**config.mk**
```make
export PLATFORM = sky130hd
export DESIGN_NAME = multicycle_ctrl_fsm
export DESIGN_NICKNAME = d
export VERILOG_FILES = /design/src/rtl/multicycle_ctrl_fsm_pkg.sv /design/src/rtl/multicycle_ctrl_fsm_ctrl_out_decode.sv /design/src/rtl/multicycle_ctrl_fsm.sv
export SDC_FILE = /design/constraint.sdc
export NUM_CORES = 1
export LEC_CHECK = 0
export ABC_AREA = 0
export BUFFER_PORTS_ARGS = -buffer_cell sky130_fd_sc_hd__buf_4
export CAP_MARGIN = 20
export CORE_AREA = 4 4 67 69
export DETAILED_ROUTE_END_ITERATION = 8
export DIE_AREA = 0 0 71 73
export GPL_ROUTABILITY_DRIVEN = 0
export PLACE_DENSITY = 0.75
export SLEW_MARGIN = 15
export SYNTH_ARGS = -nofsm -noshare
export SYNTH_HDL_FRONTEND = slang
export SYNTH_SLANG_ARGS = --single-unit
```
**constraint.sdc**
```tcl
create_clock -name clk -period 3.19 [get_ports clk]
set_input_delay 0.638 -clock clk [delete_from_list [all_inputs] [get_ports clk]]
set_output_delay 0.638 -clock clk [all_outputs]
set_load 0.05 [all_outputs]
```
**src/rtl/multicycle_ctrl_fsm_pkg.sv**
```systemverilog
// Shared definitions for the multicycle controller: state codes, datapath select
// codes, opcode classes and the packed control word driven by the output decoder.
package multicycle_ctrl_fsm_pkg;

    typedef enum logic [3:0] {
        S_FETCH    = 4'd0,
        S_DECODE   = 4'd1,
        S_MEMADR   = 4'd2,
        S_MEMRD    = 4'd3,
        S_MEMWB    = 4'd4,
        S_MEMWR    = 4'd5,
        S_EXECUTER = 4'd6,
        S_EXECUTEI = 4'd7,
        S_ALUWB    = 4'd8,
        S_BRANCH   = 4'd9,
        S_UNKNOWN  = 4'd10
    } state_t;

    // ALUSrcA selects
    localparam logic [1:0] SRCA_RD1    = 2'b00;
    localparam logic [1:0] SRCA_PC     = 2'b01;
    localparam logic [1:0] SRCA_ALURES = 2'b10;

    // ALUSrcB selects
    localparam logic [1:0] SRCB_REG    = 2'b00;
    localparam logic [1:0] SRCB_EXTIMM = 2'b01;
    localparam logic [1:0] SRCB_FOUR   = 2'b10;

    // ResultSrc selects
    localparam logic [1:0] RES_ALUOUT  = 2'b00;
    localparam logic [1:0] RES_DATA    = 2'b01;
    localparam logic [1:0] RES_ALURES  = 2'b10;

    // Op field classes
    localparam logic [1:0] OP_DP    = 2'b00;
    localparam logic [1:0] OP_MEM   = 2'b01;
    localparam logic [1:0] OP_B     = 2'b10;
    localparam logic [1:0] OP_UNDEF = 2'b11;

    typedef struct packed {
        logic       ir_write;
        logic       next_pc;
        logic       reg_w;
        logic       mem_w;
        logic       branch;
        logic       adr_src;
        logic [1:0] alu_src_a;
        logic [1:0] alu_src_b;
        logic [1:0] result_src;
        logic       alu_op;
        logic       illegal;
    } ctrl_word_t;

    // States whose exit completes (retires) an instruction.
    function automatic logic is_retire_state(input state_t s);
        return (s == S_MEMWB) || (s == S_MEMWR) || (s == S_ALUWB) || (s == S_BRANCH);
    endfunction

    // States that perform a memory access and may be stretched by a wait.
    function automatic logic is_mem_state(input state_t s);
        return (s == S_FETCH) || (s == S_MEMRD) || (s == S_MEMWR);
    endfunction

endpackage

```
**src/rtl/multicycle_ctrl_fsm_ctrl_out_decode.sv**
```systemverilog
// Combinational Moore decode: state (plus memory ready) to the datapath control word.
// Ready only masks the one-shot fetch and store strobes; the caller ties it high when waits are off.
import multicycle_ctrl_fsm_pkg::*;

module ctrl_out_decode (
    input  state_t     state,
    input  logic       ready,
    output ctrl_word_t ctrl
);

    always_comb begin
        ctrl = '0;
        case (state)
            S_FETCH: begin
                ctrl.ir_write   = ready;
                ctrl.next_pc    = ready;
                ctrl.adr_src    = 1'b0;
                ctrl.alu_src_a  = SRCA_PC;
                ctrl.alu_src_b  = SRCB_FOUR;
                ctrl.result_src = RES_ALURES;
                ctrl.alu_op     = 1'b0;
            end
            S_DECODE: begin
                ctrl.alu_src_a  = SRCA_PC;
                ctrl.alu_src_b  = SRCB_FOUR;
                ctrl.result_src = RES_ALURES;
            end
            S_MEMADR: begin
                ctrl.alu_src_a  = SRCA_RD1;
                ctrl.alu_src_b  = SRCB_EXTIMM;
                ctrl.alu_op     = 1'b0;
            end
            S_MEMRD: begin
                ctrl.adr_src    = 1'b1;
                ctrl.result_src = RES_ALUOUT;
            end
            S_MEMWB: begin
                ctrl.result_src = RES_DATA;
                ctrl.reg_w      = 1'b1;
            end
            S_MEMWR: begin
                ctrl.adr_src    = 1'b1;
                ctrl.result_src = RES_ALUOUT;
                ctrl.mem_w      = ready;
            end
            S_EXECUTER: begin
                ctrl.alu_src_a  = SRCA_RD1;
                ctrl.alu_src_b  = SRCB_REG;
                ctrl.alu_op     = 1'b1;
            end
            S_EXECUTEI: begin
                ctrl.alu_src_a  = SRCA_RD1;
                ctrl.alu_src_b  = SRCB_EXTIMM;
                ctrl.alu_op     = 1'b1;
            end
            S_ALUWB: begin
                ctrl.result_src = RES_ALUOUT;
                ctrl.reg_w      = 1'b1;
            end
            S_BRANCH: begin
                ctrl.alu_src_a  = SRCA_ALURES;
                ctrl.alu_src_b  = SRCB_EXTIMM;
                ctrl.result_src = RES_ALURES;
                ctrl.branch     = 1'b1;
                ctrl.alu_op     = 1'b0;
            end
            S_UNKNOWN: begin
                ctrl.illegal    = 1'b1;
            end
            default: ctrl = '0;
        endcase
    end

endmodule

```
**src/rtl/multicycle_ctrl_fsm.sv**
```systemverilog
// Multicycle ARM main controller: state register, next-state logic and retired-instruction counter.
// Optional memory wait handshake enabled by defining CTRL_MEM_WAIT_EN.
import multicycle_ctrl_fsm_pkg::*;

module multicycle_ctrl_fsm #(
    parameter int CNT_W = 32
) (
    input  logic             clk,
    input  logic             reset,
    input  logic [1:0]       Op,
    input  logic [5:0]       Funct,
`ifdef CTRL_MEM_WAIT_EN
    input  logic             mem_ready,
`endif
    output logic             IRWrite,
    output logic             NextPC,
    output logic             RegW,
    output logic             MemW,
    output logic             Branch,
    output logic             AdrSrc,
    output logic [1:0]       ALUSrcA,
    output logic [1:0]       ALUSrcB,
    output logic [1:0]       ResultSrc,
    output logic             ALUOp,
    output logic             illegal,
    output logic [CNT_W-1:0] instr_count
);

    state_t           state_q;
    state_t           state_d;
    logic             ready;
    logic             advance;
    logic [CNT_W-1:0] count_q;
    ctrl_word_t       ctrl;
    logic             unused_funct;

`ifdef CTRL_MEM_WAIT_EN
    assign ready = mem_ready;
`else
    assign ready = 1'b1;
`endif

    // Only the I and L/S bits steer sequencing; the rest belong to the ALU decoder.
    assign unused_funct = ^Funct[4:1];

    // Memory-access states leave only on an edge where the access completes.
    assign advance = is_mem_state(state_q) ? ready : 1'b1;

    always_ff @(posedge clk) begin
        if (reset) begin
            state_q <= S_FETCH;
            count_q <= '0;
        end else begin
            state_q <= state_d;
            if (is_retire_state(state_q) && advance)
                count_q <= count_q + CNT_W'(1);
        end
    end

    always_comb begin
        state_d = state_q;
        case (state_q)
            S_FETCH:    state_d = ready ? S_DECODE : S_FETCH;
            S_DECODE: begin
                case (Op)
                    OP_DP:   state_d = Funct[5] ? S_EXECUTEI : S_EXECUTER;
                    OP_MEM:  state_d = S_MEMADR;
                    OP_B:    state_d = S_BRANCH;
                    default: state_d = S_UNKNOWN;
                endcase
            end
            S_MEMADR:   state_d = Funct[0] ? S_MEMRD : S_MEMWR;
            S_MEMRD:    state_d = ready ? S_MEMWB : S_MEMRD;
            S_MEMWR:    state_d = ready ? S_FETCH : S_MEMWR;
            S_EXECUTER: state_d = S_ALUWB;
            S_EXECUTEI: state_d = S_ALUWB;
            S_MEMWB:    state_d = S_FETCH;
            S_ALUWB:    state_d = S_FETCH;
            S_BRANCH:   state_d = S_FETCH;
            S_UNKNOWN:  state_d = S_FETCH;
            default:    state_d = S_FETCH;
        endcase
    end

    ctrl_out_decode u_decode (
        .state (state_q),
        .ready (ready),
        .ctrl  (ctrl)
    );

    assign IRWrite     = ctrl.ir_write;
    assign NextPC      = ctrl.next_pc;
    assign RegW        = ctrl.reg_w;
    assign MemW        = ctrl.mem_w;
    assign Branch      = ctrl.branch;
    assign AdrSrc      = ctrl.adr_src;
    assign ALUSrcA     = ctrl.alu_src_a;
    assign ALUSrcB     = ctrl.alu_src_b;
    assign ResultSrc   = ctrl.result_src;
    assign ALUOp       = ctrl.alu_op;
    assign illegal     = ctrl.illegal;
    assign instr_count = count_q;

endmodule

```
==> impl_metrics.ini <==
[timing]
fin_crit_sh = 0.763
max_slew_margin = 0.527
finalHoldViolCount = 0
post-route-min-period_ns = 2.43
fin_setup_tns_ns = 0
setup_viol = 0
worstMarginPinSlew_ns = 0.707
worst_slack_ns = 0.756
drv_slew = 0
max_freq_mhz = 411
timing.hold.ws_ns = 0.493
skew_ns = 0.00707
grt_setup_unrepaired = no

[outcome]
outcome = completed

[clocking]
cts_buffers = 5
post-cts-setup-buffers = 0
cts-hold-fix-buffers = 0
cts_tree = yes
cts.sinks = 36
ctsResizeCount = 0
clock_latency_ns = 0.28
htree_levels = 2
clk_pin_slew_ns = 0.07
ctsLongestPathBuffers = 2
cts_root_buffer = clkbuf_8

[grt]
grt_remaining_overflow = 0
antenna_found_initial = 0
track_usage = 0.171
grt_pass1_vias = 1577
grt_max_degree = 37
grt_pass1_wl_um = 7240

[worst_setup_path]
critical_path_required_ns = 2.55
path_cells = nor2_1, and3_1, a31o_2, buf_4
crit_type = reg2out
slowest_delay_ns = 0.71
cp_slowest_cell = dfxtp_1
end_kind = primary output
crit_arrival_ns = 1.80
start_kind = flop
worstPathMaxFanout = 20

[die]
ios = 56
rows = 23
start_util = 0.477
die_w_um = 71
dieArea_mm2 = 0.00518
die_y_um = 73
core_mm2 = 0.00391

[logic_synthesis]
netlist_area_mm2 = 0.00187
ys_types = 35
synth_top_area_share = 0.386
yosysSeqAreaShare = 0.386
synthCells = 227
synth_area_leaders = dfxtp_1 (39%), o31ai_1 (7.2%), or4_1 (7.2%)
yosysWarningCount = 0
yosysTopAreaCell = dfxtp_1
async_flop_share = 0
synth_edf_count = 0
ys.flop_type = dfxtp_1
syn_area_per_cell_um2 = 8.22
syn_nets = 238
ys_ff_latch = 36

[layout]
nets = 279
drive_above_1_share = 0.227
num-fill-cells = 382
antenna_cells = 0
synthToLayoutAreaGrowth_pct = 25.2
final_cell_area_mm2 = 0.00233

[power]
power.density_mw_per_mm2 = 414
irDropWorstVdd_v = 0.000308
p_leak_nw = 0.871
p_total_mw = 0.967

[detailed_routing]
post_drt_wl_per_cell_um = 13.7
drc = 0
drtAntennaViolNets = 0
vias = 1869
vias_per_cell = 5.86
wl_um = 4370
dr.first_iter.drc_count = 140
drt-pass1-iter-count = 4

[placement]
port-buffer-count = 51
postPlaceCellArea_mm2 = 0.00224
dp_slack_ns = 0.785
dp_hpwl_um = 3010

[job]
max-cap-violations = 0

[hold_path]
hp-class = reg2reg
## placed cells by master, fill, tap and decap left out, drive strengths merged
cell / instances
a31o: 1
o21a: 1
and2: 2
nor2: 13
nor4: 3
nor4b: 2
a211oi: 1
inv: 5
nor3: 3
xnor2: 4
a21oi: 26
buf: 51
nand3: 11
ha: 1
o21ai: 7
dfxtp: 36
and4: 3
nand2: 14
nand3b: 2
o31ai: 18
nor2b: 3
or3: 5
nor4bb: 1
and3b: 1
nand2b: 2
xor2: 7
and3: 9
clkbuf: 8
nand4: 9
or4: 18
mux2: 2
## path summary, 6_finish.rpt
path | start | to | slack [ns] | cells after the start
min reg2reg | instr_count[25] | instr_count[25] | 0.49 | 2
max | state_q[1] | ALUSrcB[0] | 0.76 | 4
min | instr_count[25] | instr_count[25] | 0.49 | 2
max reg2reg | state_q[2] | instr_count[28] | 0.77 | 4
## final cells by class
cell class / count / area, um2 / share of cell area
Multi-Input combinational cell: 169 / 1060 / 0.454
Inverter: 5 / 18.8 / 0.00804
Tap cell: 50 / 62.6 / 0.0268
Sequential cell: 36 / 721 / 0.309
Timing Repair Buffer: 51 / 383 / 0.164
Clock buffer: 8 / 90.1 / 0.0386
## synthesized netlist by cell type, types with 2 or more instances
| cell type | instances |
|---|---|
| xor2_1 | 6 |
| nor4_1 | 3 |
| clkbuf_1 | 13 |
| o31ai_1 | 18 |
| buf_4 | 2 |
| or3_1 | 5 |
| a21oi_1 | 26 |
| inv_1 | 5 |
| or4_1 | 18 |
| and2_1 | 2 |
| nand3b_1 | 2 |
| nand2_1 | 14 |
| o21ai_0 | 7 |
| and3_1 | 9 |
| nor2b_1 | 3 |
| nor3_1 | 3 |
| nand2b_1 | 2 |
| dfxtp_1 | 36 |
| nand3_1 | 11 |
| nor2_1 | 13 |
| xnor2_1 | 4 |
| nand4_1 | 9 |
| and4_1 | 3 |
| nor4b_1 | 2 |
## critical path, delay by kind of cell, from the launching register on
family / cells / cell delay (ns)
buf+inv: 1 / 0.18
compound gates: 1 / 0.21
simple gates: 2 / 0.41
flops: 1 / 0.71
## metal layers
metal | vias up | GRT usage | share of wire
li1 | 937 | - | -
met1 | 887 | 0.228 | 0.48
met2 | 43 | 0.269 | 0.46
met3 | 2 | 0.0565 | 0.059
met4 | 0 | 0.0418 | 0.0025
met5 | - | 0 | 0
## per-stage QoR
| step | utilization | std cells |
|---|---|---|
| final | 0.597 | 319 |
| after global routing | 0.597 | 319 |
| after CTS | 0.597 | 319 |
| after detailed placement | 0.574 | 311 |
| after global placement | 0.574 | 311 |
| after floorplan | - | 227 |
## power breakdown
| group | leakage, nW | internal (mW) | total, mW | switching [mW] |
|---|---|---|---|---|
| clock network | 0.0455 | 0.176 | 0.333 | 0.157 |
| registers | 0.291 | 0.456 | 0.477 | 0.0212 |
| logic | 0.535 | 0.0504 | 0.157 | 0.106 |
| total | 0.871 | 0.682 | 0.967 | 0.285 |
## cell families after synthesis
family          share of synthesized area
simple gates                        0.317
mux                                0.0121
flops                               0.386
xor+xnor                           0.0557
buf+inv                            0.0490
fa+ha+maj                         0.00671
compound gates                      0.174
## state kept, by name, indices dropped and copies added, names as in the netlist
| name | cells |
|---|---|
| instr_count | 32 |
| state_q | 4 |
Power figures use the tool's default switching activity.
